File: src/rtl/shim_status_pkg.sv
// Shared definitions for the SHIM hardware status event log: group codes,
// flattened status-vector geometry and event word layout.
package shim_status_pkg;

  localparam int unsigned NUM_GROUPS = 17;
  localparam int unsigned NUM_BOARDS = 8;
  localparam int unsigned NUM_BITS   = NUM_GROUPS * NUM_BOARDS;

  localparam int unsigned GRP_SPI_OFF               = 0;
  localparam int unsigned GRP_OVER_THRESH           = 1;
  localparam int unsigned GRP_THRESH_UNDERFLOW      = 2;
  localparam int unsigned GRP_THRESH_OVERFLOW       = 3;
  localparam int unsigned GRP_BAD_TRIG_CMD          = 4;
  localparam int unsigned GRP_TRIG_DATA_BUF_OVF     = 5;
  localparam int unsigned GRP_DAC_BOOT_FAIL         = 6;
  localparam int unsigned GRP_BAD_DAC_CMD           = 7;
  localparam int unsigned GRP_DAC_CAL_OOB           = 8;
  localparam int unsigned GRP_DAC_VAL_OOB           = 9;
  localparam int unsigned GRP_DAC_CMD_BUF_UNDERFLOW = 10;
  localparam int unsigned GRP_UNEXP_DAC_TRIG        = 11;
  localparam int unsigned GRP_ADC_BOOT_FAIL         = 12;
  localparam int unsigned GRP_BAD_ADC_CMD           = 13;
  localparam int unsigned GRP_ADC_CMD_BUF_UNDERFLOW = 14;
  localparam int unsigned GRP_ADC_DATA_BUF_OVERFLOW = 15;
  localparam int unsigned GRP_UNEXP_ADC_TRIG        = 16;

  // Event word = {timestamp, group, board}; the low byte is also the bit index.
  localparam int unsigned EVT_BOARD_LSB = 0;
  localparam int unsigned EVT_BOARD_W   = 3;
  localparam int unsigned EVT_GROUP_LSB = 3;
  localparam int unsigned EVT_GROUP_W   = 5;
  localparam int unsigned EVT_TS_LSB    = 8;
  localparam int unsigned EVT_CODE_W    = EVT_GROUP_W + EVT_BOARD_W;

  typedef logic [EVT_CODE_W-1:0] evt_code_t;

  typedef struct packed {
    logic      valid;
    evt_code_t code;
  } fault_t;

endpackage

File: src/rtl/shim_evt_fifo.sv
// Synchronous first-word-fall-through FIFO with occupancy count; a write is
// accepted while full when a read happens on the same edge.
module shim_evt_fifo #(
  parameter int unsigned WIDTH = 32,
  parameter int unsigned DEPTH = 16
) (
  input  logic                       clk,
  input  logic                       rst,
  input  logic                       wr_en,
  input  logic [WIDTH-1:0]           wr_data,
  input  logic                       rd_en,
  output logic [WIDTH-1:0]           rd_data,
  output logic                       full,
  output logic                       empty,
  output logic [$clog2(DEPTH):0]     count
);

  localparam int unsigned AW = $clog2(DEPTH);

  logic [WIDTH-1:0] mem [DEPTH];
  logic [AW-1:0]    wr_ptr;
  logic [AW-1:0]    rd_ptr;
  logic [AW:0]      cnt;
  logic             wr_ok;
  logic             rd_ok;

  assign full  = (cnt == (AW+1)'(DEPTH));
  assign empty = (cnt == '0);
  assign count = cnt;
  assign rd_ok = rd_en & ~empty;
  assign wr_ok = wr_en & (~full | rd_ok);

  // Head is forced to zero when empty so the output is clean after reset.
  assign rd_data = empty ? '0 : mem[rd_ptr];

  always_ff @(posedge clk or posedge rst) begin
    if (rst) begin
      wr_ptr <= '0;
      rd_ptr <= '0;
      cnt    <= '0;
    end else begin
      if (wr_ok) wr_ptr <= wr_ptr + 1'b1;
      if (rd_ok) rd_ptr <= rd_ptr + 1'b1;
      case ({wr_ok, rd_ok})
        2'b10:   cnt <= cnt + 1'b1;
        2'b01:   cnt <= cnt - 1'b1;
        default: cnt <= cnt;
      endcase
    end
  end

  always_ff @(posedge clk) begin
    if (wr_ok) mem[wr_ptr] <= wr_data;
  end

endmodule

File: src/rtl/shim_hw_status_event_log.sv
// Rising-edge event logger for synchronized SHIM status vectors: pending
// bits, fixed-priority serialization into a timestamped FIFO, sticky flags.
module shim_hw_status_event_log
  import shim_status_pkg::*;
#(
  parameter int unsigned FIFO_DEPTH = 16,
  parameter int unsigned TS_WIDTH   = 24
) (
  input  logic                          aclk,
  input  logic                          areset,
  input  logic                          spi_off_sync,
  input  logic [7:0]                    over_thresh_sync,
  input  logic [7:0]                    thresh_underflow_sync,
  input  logic [7:0]                    thresh_overflow_sync,
  input  logic                          bad_trig_cmd_sync,
  input  logic                          trig_data_buf_overflow_sync,
  input  logic [7:0]                    dac_boot_fail_sync,
  input  logic [7:0]                    bad_dac_cmd_sync,
  input  logic [7:0]                    dac_cal_oob_sync,
  input  logic [7:0]                    dac_val_oob_sync,
  input  logic [7:0]                    dac_cmd_buf_underflow_sync,
  input  logic [7:0]                    unexp_dac_trig_sync,
  input  logic [7:0]                    adc_boot_fail_sync,
  input  logic [7:0]                    bad_adc_cmd_sync,
  input  logic [7:0]                    adc_cmd_buf_underflow_sync,
  input  logic [7:0]                    adc_data_buf_overflow_sync,
  input  logic [7:0]                    unexp_adc_trig_sync,
  input  logic                          clear,
  input  logic                          evt_rd_en,
  output logic [TS_WIDTH+7:0]           evt_data,
  output logic                          evt_valid,
  output logic [$clog2(FIFO_DEPTH):0]   evt_count,
  output logic [8:0]                    first_fault,
  output logic                          evt_overflow,
  output logic                          irq
);

  localparam int unsigned EW = TS_WIDTH + EVT_TS_LSB;

  logic [NUM_BITS-1:0] in_vec;
  logic [NUM_BITS-1:0] prev;
  logic [NUM_BITS-1:0] pending;
  logic [NUM_BITS-1:0] edges;
  logic [NUM_BITS-1:0] push_mask;
  evt_code_t           sel;
  logic                any_pend;
  logic                fifo_full;
  logic                fifo_empty;
  logic                can_pop;
  logic                push;
  logic                ov_new;
  logic [TS_WIDTH-1:0] ts;
  fault_t              ff_q;
  logic                ov_q;

  // Flat status vector indexed group*8+board; absent boards of 1-bit groups stay 0.
  always_comb begin
    in_vec = '0;
    in_vec[GRP_SPI_OFF*NUM_BOARDS]                                      = spi_off_sync;
    in_vec[GRP_OVER_THRESH*NUM_BOARDS +: NUM_BOARDS]                    = over_thresh_sync;
    in_vec[GRP_THRESH_UNDERFLOW*NUM_BOARDS +: NUM_BOARDS]               = thresh_underflow_sync;
    in_vec[GRP_THRESH_OVERFLOW*NUM_BOARDS +: NUM_BOARDS]                = thresh_overflow_sync;
    in_vec[GRP_BAD_TRIG_CMD*NUM_BOARDS]                                 = bad_trig_cmd_sync;
    in_vec[GRP_TRIG_DATA_BUF_OVF*NUM_BOARDS]                            = trig_data_buf_overflow_sync;
    in_vec[GRP_DAC_BOOT_FAIL*NUM_BOARDS +: NUM_BOARDS]                  = dac_boot_fail_sync;
    in_vec[GRP_BAD_DAC_CMD*NUM_BOARDS +: NUM_BOARDS]                    = bad_dac_cmd_sync;
    in_vec[GRP_DAC_CAL_OOB*NUM_BOARDS +: NUM_BOARDS]                    = dac_cal_oob_sync;
    in_vec[GRP_DAC_VAL_OOB*NUM_BOARDS +: NUM_BOARDS]                    = dac_val_oob_sync;
    in_vec[GRP_DAC_CMD_BUF_UNDERFLOW*NUM_BOARDS +: NUM_BOARDS]          = dac_cmd_buf_underflow_sync;
    in_vec[GRP_UNEXP_DAC_TRIG*NUM_BOARDS +: NUM_BOARDS]                 = unexp_dac_trig_sync;
    in_vec[GRP_ADC_BOOT_FAIL*NUM_BOARDS +: NUM_BOARDS]                  = adc_boot_fail_sync;
    in_vec[GRP_BAD_ADC_CMD*NUM_BOARDS +: NUM_BOARDS]                    = bad_adc_cmd_sync;
    in_vec[GRP_ADC_CMD_BUF_UNDERFLOW*NUM_BOARDS +: NUM_BOARDS]          = adc_cmd_buf_underflow_sync;
    in_vec[GRP_ADC_DATA_BUF_OVERFLOW*NUM_BOARDS +: NUM_BOARDS]          = adc_data_buf_overflow_sync;
    in_vec[GRP_UNEXP_ADC_TRIG*NUM_BOARDS +: NUM_BOARDS]                 = unexp_adc_trig_sync;
  end

  // Downward scan so the lowest set index (lowest group, then board) wins.
  always_comb begin
    sel      = '0;
    any_pend = 1'b0;
    for (int unsigned i = NUM_BITS; i > 0; i--) begin
      if (pending[i-1]) begin
        sel      = EVT_CODE_W'(i - 1);
        any_pend = 1'b1;
      end
    end
  end

  assign edges     = in_vec & ~prev;
  assign can_pop   = evt_rd_en & ~fifo_empty;
  assign push      = any_pend & (~fifo_full | can_pop);
  assign push_mask = push ? (NUM_BITS'(1) << sel) : '0;
  // An edge on a bit being pushed this cycle is a fresh event, not an overflow.
  assign ov_new    = |(edges & pending & ~push_mask);

  always_ff @(posedge aclk or posedge areset) begin
    if (areset) begin
      prev    <= '0;
      pending <= '0;
      ts      <= '0;
      ff_q    <= '0;
      ov_q    <= 1'b0;
    end else begin
      prev    <= in_vec;
      pending <= (pending & ~push_mask) | edges;
      ts      <= ts + 1'b1;
      if (clear || !ff_q.valid) begin
        ff_q <= push ? fault_t'{valid: 1'b1, code: sel} : '0;
      end
      ov_q <= ov_new | (ov_q & ~clear);
    end
  end

  shim_evt_fifo #(
    .WIDTH (EW),
    .DEPTH (FIFO_DEPTH)
  ) u_fifo (
    .clk     (aclk),
    .rst     (areset),
    .wr_en   (push),
    .wr_data ({ts, sel}),
    .rd_en   (evt_rd_en),
    .rd_data (evt_data),
    .full    (fifo_full),
    .empty   (fifo_empty),
    .count   (evt_count)
  );

  assign evt_valid    = ~fifo_empty;
  assign first_fault  = ff_q;
  assign evt_overflow = ov_q;
  assign irq          = evt_valid | ov_q;

endmodule

File: config.mk
export PLATFORM = sky130hd
export DESIGN_NAME = shim_hw_status_event_log
export DESIGN_NICKNAME = d
export VERILOG_FILES = /design/src/rtl/shim_status_pkg.sv /design/src/rtl/shim_evt_fifo.sv /design/src/rtl/shim_hw_status_event_log.sv
export SDC_FILE = /design/constraint.sdc
export NUM_CORES = 1
export LEC_CHECK = 0
export CORE_AREA = 2 2 340 342
export CTS_CLUSTER_SIZE = 24
export DETAILED_ROUTE_END_ITERATION = 7
export DIE_AREA = 0 0 342 344
export PLACE_DENSITY = 0.49
export SLEW_MARGIN = 30
export SYNTH_ARGS = -nofsm -noshare
export SYNTH_HDL_FRONTEND = slang
export SYNTH_SLANG_ARGS = --single-unit
File: constraint.sdc
create_clock -name aclk -period 11.91 [get_ports aclk]
set_clock_uncertainty 0.05 [all_clocks]
set_input_delay 1.7865 -clock aclk [delete_from_list [all_inputs] [get_ports aclk]]
set_output_delay 1.7865 -clock aclk [all_outputs]
set_load 0.01 [all_outputs]
# Word-level counts from Yosys, hierarchy flattened
# Memories as Yosys holds them, arrays and structs flattened.
# Cells that the tools add are included.
# word_totals
word_cells	319
n_memories	1
out_inout_bits	49
inputBits	119
reg_bits	298
ramBits	512
# mem_list
memory	depth	width	rd	rd_ports_with_merged_regs	write_ports	line_no	rtl
u_fifo.mem	16	32	1	0	1	shim_evt_fifo.sv:20	logic [WIDTH-1:0] mem [DEPTH];
# classes
eq_ne	3
n_addsub	5
n_reduce_logical	5
n_mux	278
bitwise	17
shifts	1
# ops
cell	count
8-bit two-way mux	136
136-bit AND	4
136-bit NOT	2
1-bit two-way mux	138
136-bit two-way mux	1
136-bit bitwise OR	1
136-bit OR reduction	1
1-bit by 8-bit << shifter with 136-bit output (first input constant)	1
32-bit two-way mux	1
24-bit by 1-bit adder with 24-bit output (second input constant)	1
5-bit case mux with 2 select lines	1
9-bit two-way mux	1
4-bit by 1-bit adder with 4-bit output (second input constant)	2
5-bit by 1-bit adder with 5-bit output (second input constant)	1
5-bit == test (second input constant)	1
5-bit logical NOT	1
5-bit by 1-bit subtractor with 5-bit output (second input constant)	1
1-bit AND	4
1-bit NOT	3
1-bit bitwise OR	3
2-bit by 1-bit == test with 1-bit output (second input constant)	1
2-bit == test (second input constant)	1
2-bit nonzero test	1
1-bit logical NOT	1
1-bit logical OR	1

# Longest topological paths before layout
# logic_depth
ltp_word	142
ltp_mapped	17
mapped_depth_nobuf	16

# By module
# Synthesis repeated with hierarchy kept, for this count alone.
# unflattened
hier_cells	2326
area_unflattened_um2	34112.7
# by_module_without_submodules
module	cells_per_inst	instances	area_each_um2
shim_evt_fifo	890	1	20282.0
shim_hw_status_event_log	1436	1	13830.8

# Least setup slack after synthesis
# Ideal clock, no wire load.
# synth_path
kind	input to register
startpoint	in evt_rd_en
endpoint	reg u_fifo.cnt[4], in the netlist u_fifo.count[4]
t_required_ns	11.732
n_path_buf	0
stages	12
arrival_time_ns	4.190
setup_slack_ns	7.542
setup_time_ns	0.128
path_cell_list	nor3b_1 nor2_1 inv_1 ha_1 inv_1 fa_1 inv_1 a21o_1 a21oi_1 xnor2_1 nor2_1 xor2_1
# synth_between
elab_chain_len	6
elab_cells_between_ends	8
classes_between	eq/ne (2); mux (1); bitwise (4); reduce/logical (1)
# synth_lines
item	line_no	rtl
start, declared	shim_hw_status_event_log.sv:29	input logic evt_rd_en,
1-bit AND (*)	shim_evt_fifo.sv:30, shim_hw_status_event_log.sv:91	
1-bit bitwise OR	shim_evt_fifo.sv:31, shim_hw_status_event_log.sv:92	
1-bit AND	shim_hw_status_event_log.sv:92	assign push = any_pend & (~fifo_full | can_pop);
1-bit AND	shim_evt_fifo.sv:31	assign wr_ok = wr_en & (~full | rd_ok);
2-bit by 1-bit == test with 1-bit output / 2-bit == test (equally long branches)	shim_evt_fifo.sv:44	case ({wr_ok, rd_ok})
5-bit case mux with 2 select lines / 2-bit nonzero test (equally long branches)	-	
end signal, assigned	shim_evt_fifo.sv:45	2'b10: cnt <= cnt + 1'b1;
end signal, assigned	shim_evt_fifo.sv:46	2'b01: cnt <= cnt - 1'b1;
end signal, assigned	shim_evt_fifo.sv:47	default: cnt <= cnt;
end, declared	shim_evt_fifo.sv:23	logic [AW:0] cnt;
# Mark *: on every way between the ends. The rest lies on a longest branch, timed or not.
# A chain may end at the register's enable or synchronous reset.

# Final worst setup path
# layout_path
startpoint	reg u_fifo.rd_ptr[0]
endpoint	out evt_data[5]
# layout_between
elab_chain_len	2
# layout_lines
item	line_no	rtl
start, declared	shim_evt_fifo.sv:22	logic [AW-1:0] rd_ptr;
start signal, assigned	shim_evt_fifo.sv:43	if (rd_ok) rd_ptr <= rd_ptr + 1'b1;
memory 16 x 32 bit	-	
32-bit two-way mux	shim_evt_fifo.sv:34	assign rd_data = empty ? '0 : mem[rd_ptr];
end, declared	shim_hw_status_event_log.sv:30	output logic [TS_WIDTH+7:0] evt_data,
# Every way passes these cells.

==> results by group <==
Outcome
  • Status: completed

Critical path
  • Reg-to-Reg End: evt_overflow
  • Worst path max stage delay: 860 ps
  • R2R Path Start: pending[0]
  • Reg2Reg Depth: 10
  • Crit path capture type: output port
  • CP Cell Sequence: buf_12 > buf_16 > mux4_2 > mux4_2 > and2_1 > clkdlybuf4s50_1
  • Critical path data arrival time: 4320 ps
  • Crit start category: flip-flop
  • CP Class: flip-flop to output port
  • Crit path to: evt_data[5]
  • CP required: 10,070 ps
  • Worst Setup SP: u_fifo.rd_ptr[0]
  • R2R Setup Slk: 5930 ps
  • Crit-path slowest cell: dfrtp_4
  • Most numerous cell on the critical path: mux4_2
  • Critical path peak fanout: 68

Timing
  • Worst slew pin tran: 1110 ps
  • Tcrit/Tclk final: 0.517
  • RSZ-0062 raised after global routing: no
  • Final Hold Fails: 0
  • PnR worst setup slack: 5760 ps
  • Rel. slew slack: 0.255
  • Tmin final: 6150 ps
  • Final count of negative-setup-slack endpoints: 0
  • Fmax: 162 MHz
  • Max Transition Viols Final: 0
  • Total Neg Setup Slack: 0 ps

Yosys
  • Cells after Synth: 2,265
  • Seq/Total Area, Yosys: 0.671
  • Yosys warnings: 0
  • Most common cell in the netlist: edfxtp_1
  • Syn_area_per_cell: 15.0 um2
  • Ys flop type: edfxtp_1
  • EDFF count, synth: 512
  • Synth Register Bits: 810
  • Post-synthesis instance area: 34,000 um2
  • Cell taking the most area after synthesis: edfxtp_1
  • Syn nets: 2,395
  • Synth cell count leaders: 512 x edfxtp_1, 298 x dfrtp_1, 201 x o21ai_0, 160 x mux4_2, 154 x inv_1
  • Ys async rst share: 0.368
  • Post-synthesis cell type count: 93
  • Synth top area share: 0.452
  • Largest cells by area after synthesis: edfxtp_1 45%, dfrtp_1 22%, mux4_2 11%, o21ai_0 3.0%, inv_1 1.7%

Clock network
  • CTS H-tree depth: 3
  • Hold_buf cts: 0
  • Max clock buf depth: 3
  • Post-CTS sizing: 0
  • Clock-pin slew on the worst setup and hold paths: 60 ps
  • CTS tree: yes
  • Clock sink total: 810
  • CTS Buf Count: 90
  • Clock Latency Late Sink: 690 ps
  • Root Driver: clkbuf_16
  • Setup bufs post-CTS: 0

Global route
  • Vias in the first global route: 22,700
  • Largest net degree at the start of global routing: 101
  • Global-route wire length before repair: 164,000 um
  • Gr usage total: 0.194
  • GRT Residual Overflow: 0
  • Initial antenna violation count: 3

Finish
  • Synth-to-Final Area Change: 20.1%
  • Final net count: 2,629
  • Final core utilization: 0.359
  • Fin area: 40,900 um2
  • Share of cells above drive strength 1: 0.157

Hold path
  • Min-delay worst type: flip-flop to flip-flop
  • Worst Hold Launch: prev[17]

Detailed routing
  • Initial drt markers: 1,884
  • DR WL/cell: 28.0 um
  • Via density: 5.30
  • Final ANT Viol Nets: 0
  • Drt total wl: 114,000 um
  • # DRC: 0
  • Via Count: 21,600
  • Initial DRT Pass Iterations: 5

Placed design
  • DP Area: 37,800 um2
  • Pre-CTS setup slack: 5900 ps
  • DP HPWL: 76,600 um
  • Buffers on Ports: 167
  • GPL Wtd Cong: 0.960

Floorplan
  • Die Width: 342 um
  • Total I/O pin count: 168
  • Core area: 114,000 um2
  • Die Y-Extent: 344 um
  • Initial core utilization: 0.299
  • Core Rows: 124
  • Full die area: 118,000 um2

Pwr
  • Leak: 14.1 nW
  • P per Cell Area: 223 nW/um2
  • Max VDD drop: 144 uV

Run
  • Max Cap Viol: 0
## sequential cells by signal, indices dropped and copies added, names as in the netlist
name / count
u_fifo.mem: 512
pending: 136
prev: 115
ts: 24
first_fault: 9
u_fifo.count: 5
u_fifo.rd_ptr: 4
u_fifo.wr_ptr: 4
evt_overflow: 1
## cells by family (layout without fill, tap and decap cells)
kind of cell,after synthesis,count (layout),synth area share
other,0,1,0
multiplexers,164,164,0.107
flip-flops,810,810,0.671
AND/OR/NAND/NOR,562,562,0.0932
XOR/XNOR,33,33,0.00849
AO/OA/AOI/OAI,461,461,0.0914
buffers and inverters,224,533,0.0251
adder cells (fa/ha/maj),11,11,0.00426
## layer usage
| layer | global-route usage | up-vias | share of wire |
|---|---|---|---|
| met4 | 0.0857 | 4 | 0.048 |
| li1 | - | 9323 | - |
| met3 | 0.0319 | 247 | 0.050 |
| met2 | 0.323 | 786 | 0.48 |
| met5 | 0 | - | 0.00022 |
| met1 | 0.250 | 11300 | 0.42 |
## worst max-delay path: cells and delay by family (launching register included)
| kind | cells | cell delay (ps) |
|---|---|---|
| mux | 2 | 1060 |
| simple gates | 1 | 240 |
| flops | 1 | 860 |
| buf+inv | 3 | 1250 |
## report_power, final
| part | internal [mW] | switching, mW |
|---|---|---|
| registers | 3.39 | 0.190 |
| logic | 1.17 | 1.56 |
| clock network | 1.64 | 1.17 |
| total | 6.20 | 2.92 |
## layout by cell type (no fill, tap or decap), types with 18 or more instances in the layout
cell type        Yosys  routed
a21oi_1             29      28
and2_1              55      43
buf_4                1      37
clkbuf_1            47      23
clkbuf_16            0      91
clkdlybuf4s50_1      0     167
dfrtp_1            298     294
edfxtp_1           512     512
inv_1              154     153
mux4_2             160     160
nand2_1             80      80
nand2b_1            36      36
nand3_1             40      40
nand3b_1            27      27
nand4_1             21      21
nor2_1             102     100
nor3_1              39      37
nor3b_1             21      19
nor4_1              43      43
o2111ai_1           24      24
o21ai_0            201     201
or3_1               18      18
or4_1               18      18
xnor2_1             23      23
## worst min path at each step
stage / endpoint / slack, ps / depth (start not counted)
after detailed placement: pending[19] / 380 / 1
final: pending[17] / 360 / 1
after CTS: pending[12] / 360 / 1
after global placement: pending[104] / 370 / 1
after global routing: pending[17] / 380 / 1
after floorplan: pending[104] / 370 / 1
## cell type report
type	instances	area [um2]
Multi-Input combinational cell	1231	10500
Antenna cell	1	2.50
Clock buffer	128	2560
Sequential cell	810	22800
Fill cell	10900	73000
Inverter	155	589
Timing Repair Buffer	211	2070
Tap cell	1512	1890
Clock inverter	39	469
## per-stage QoR
step           hold slack, ps  std cells  total power, mW
2_1_floorplan             365       2265             5.11
3_3_place_gp              374       3916             6.36
3_5_place_dp              377       3918             6.41
4_1_cts                   364       4085             9.24
5_1_grt                   380       4086             9.50
6_report                  356       4087             9.12
Note: power is estimated with default switching activity, not from simulation.
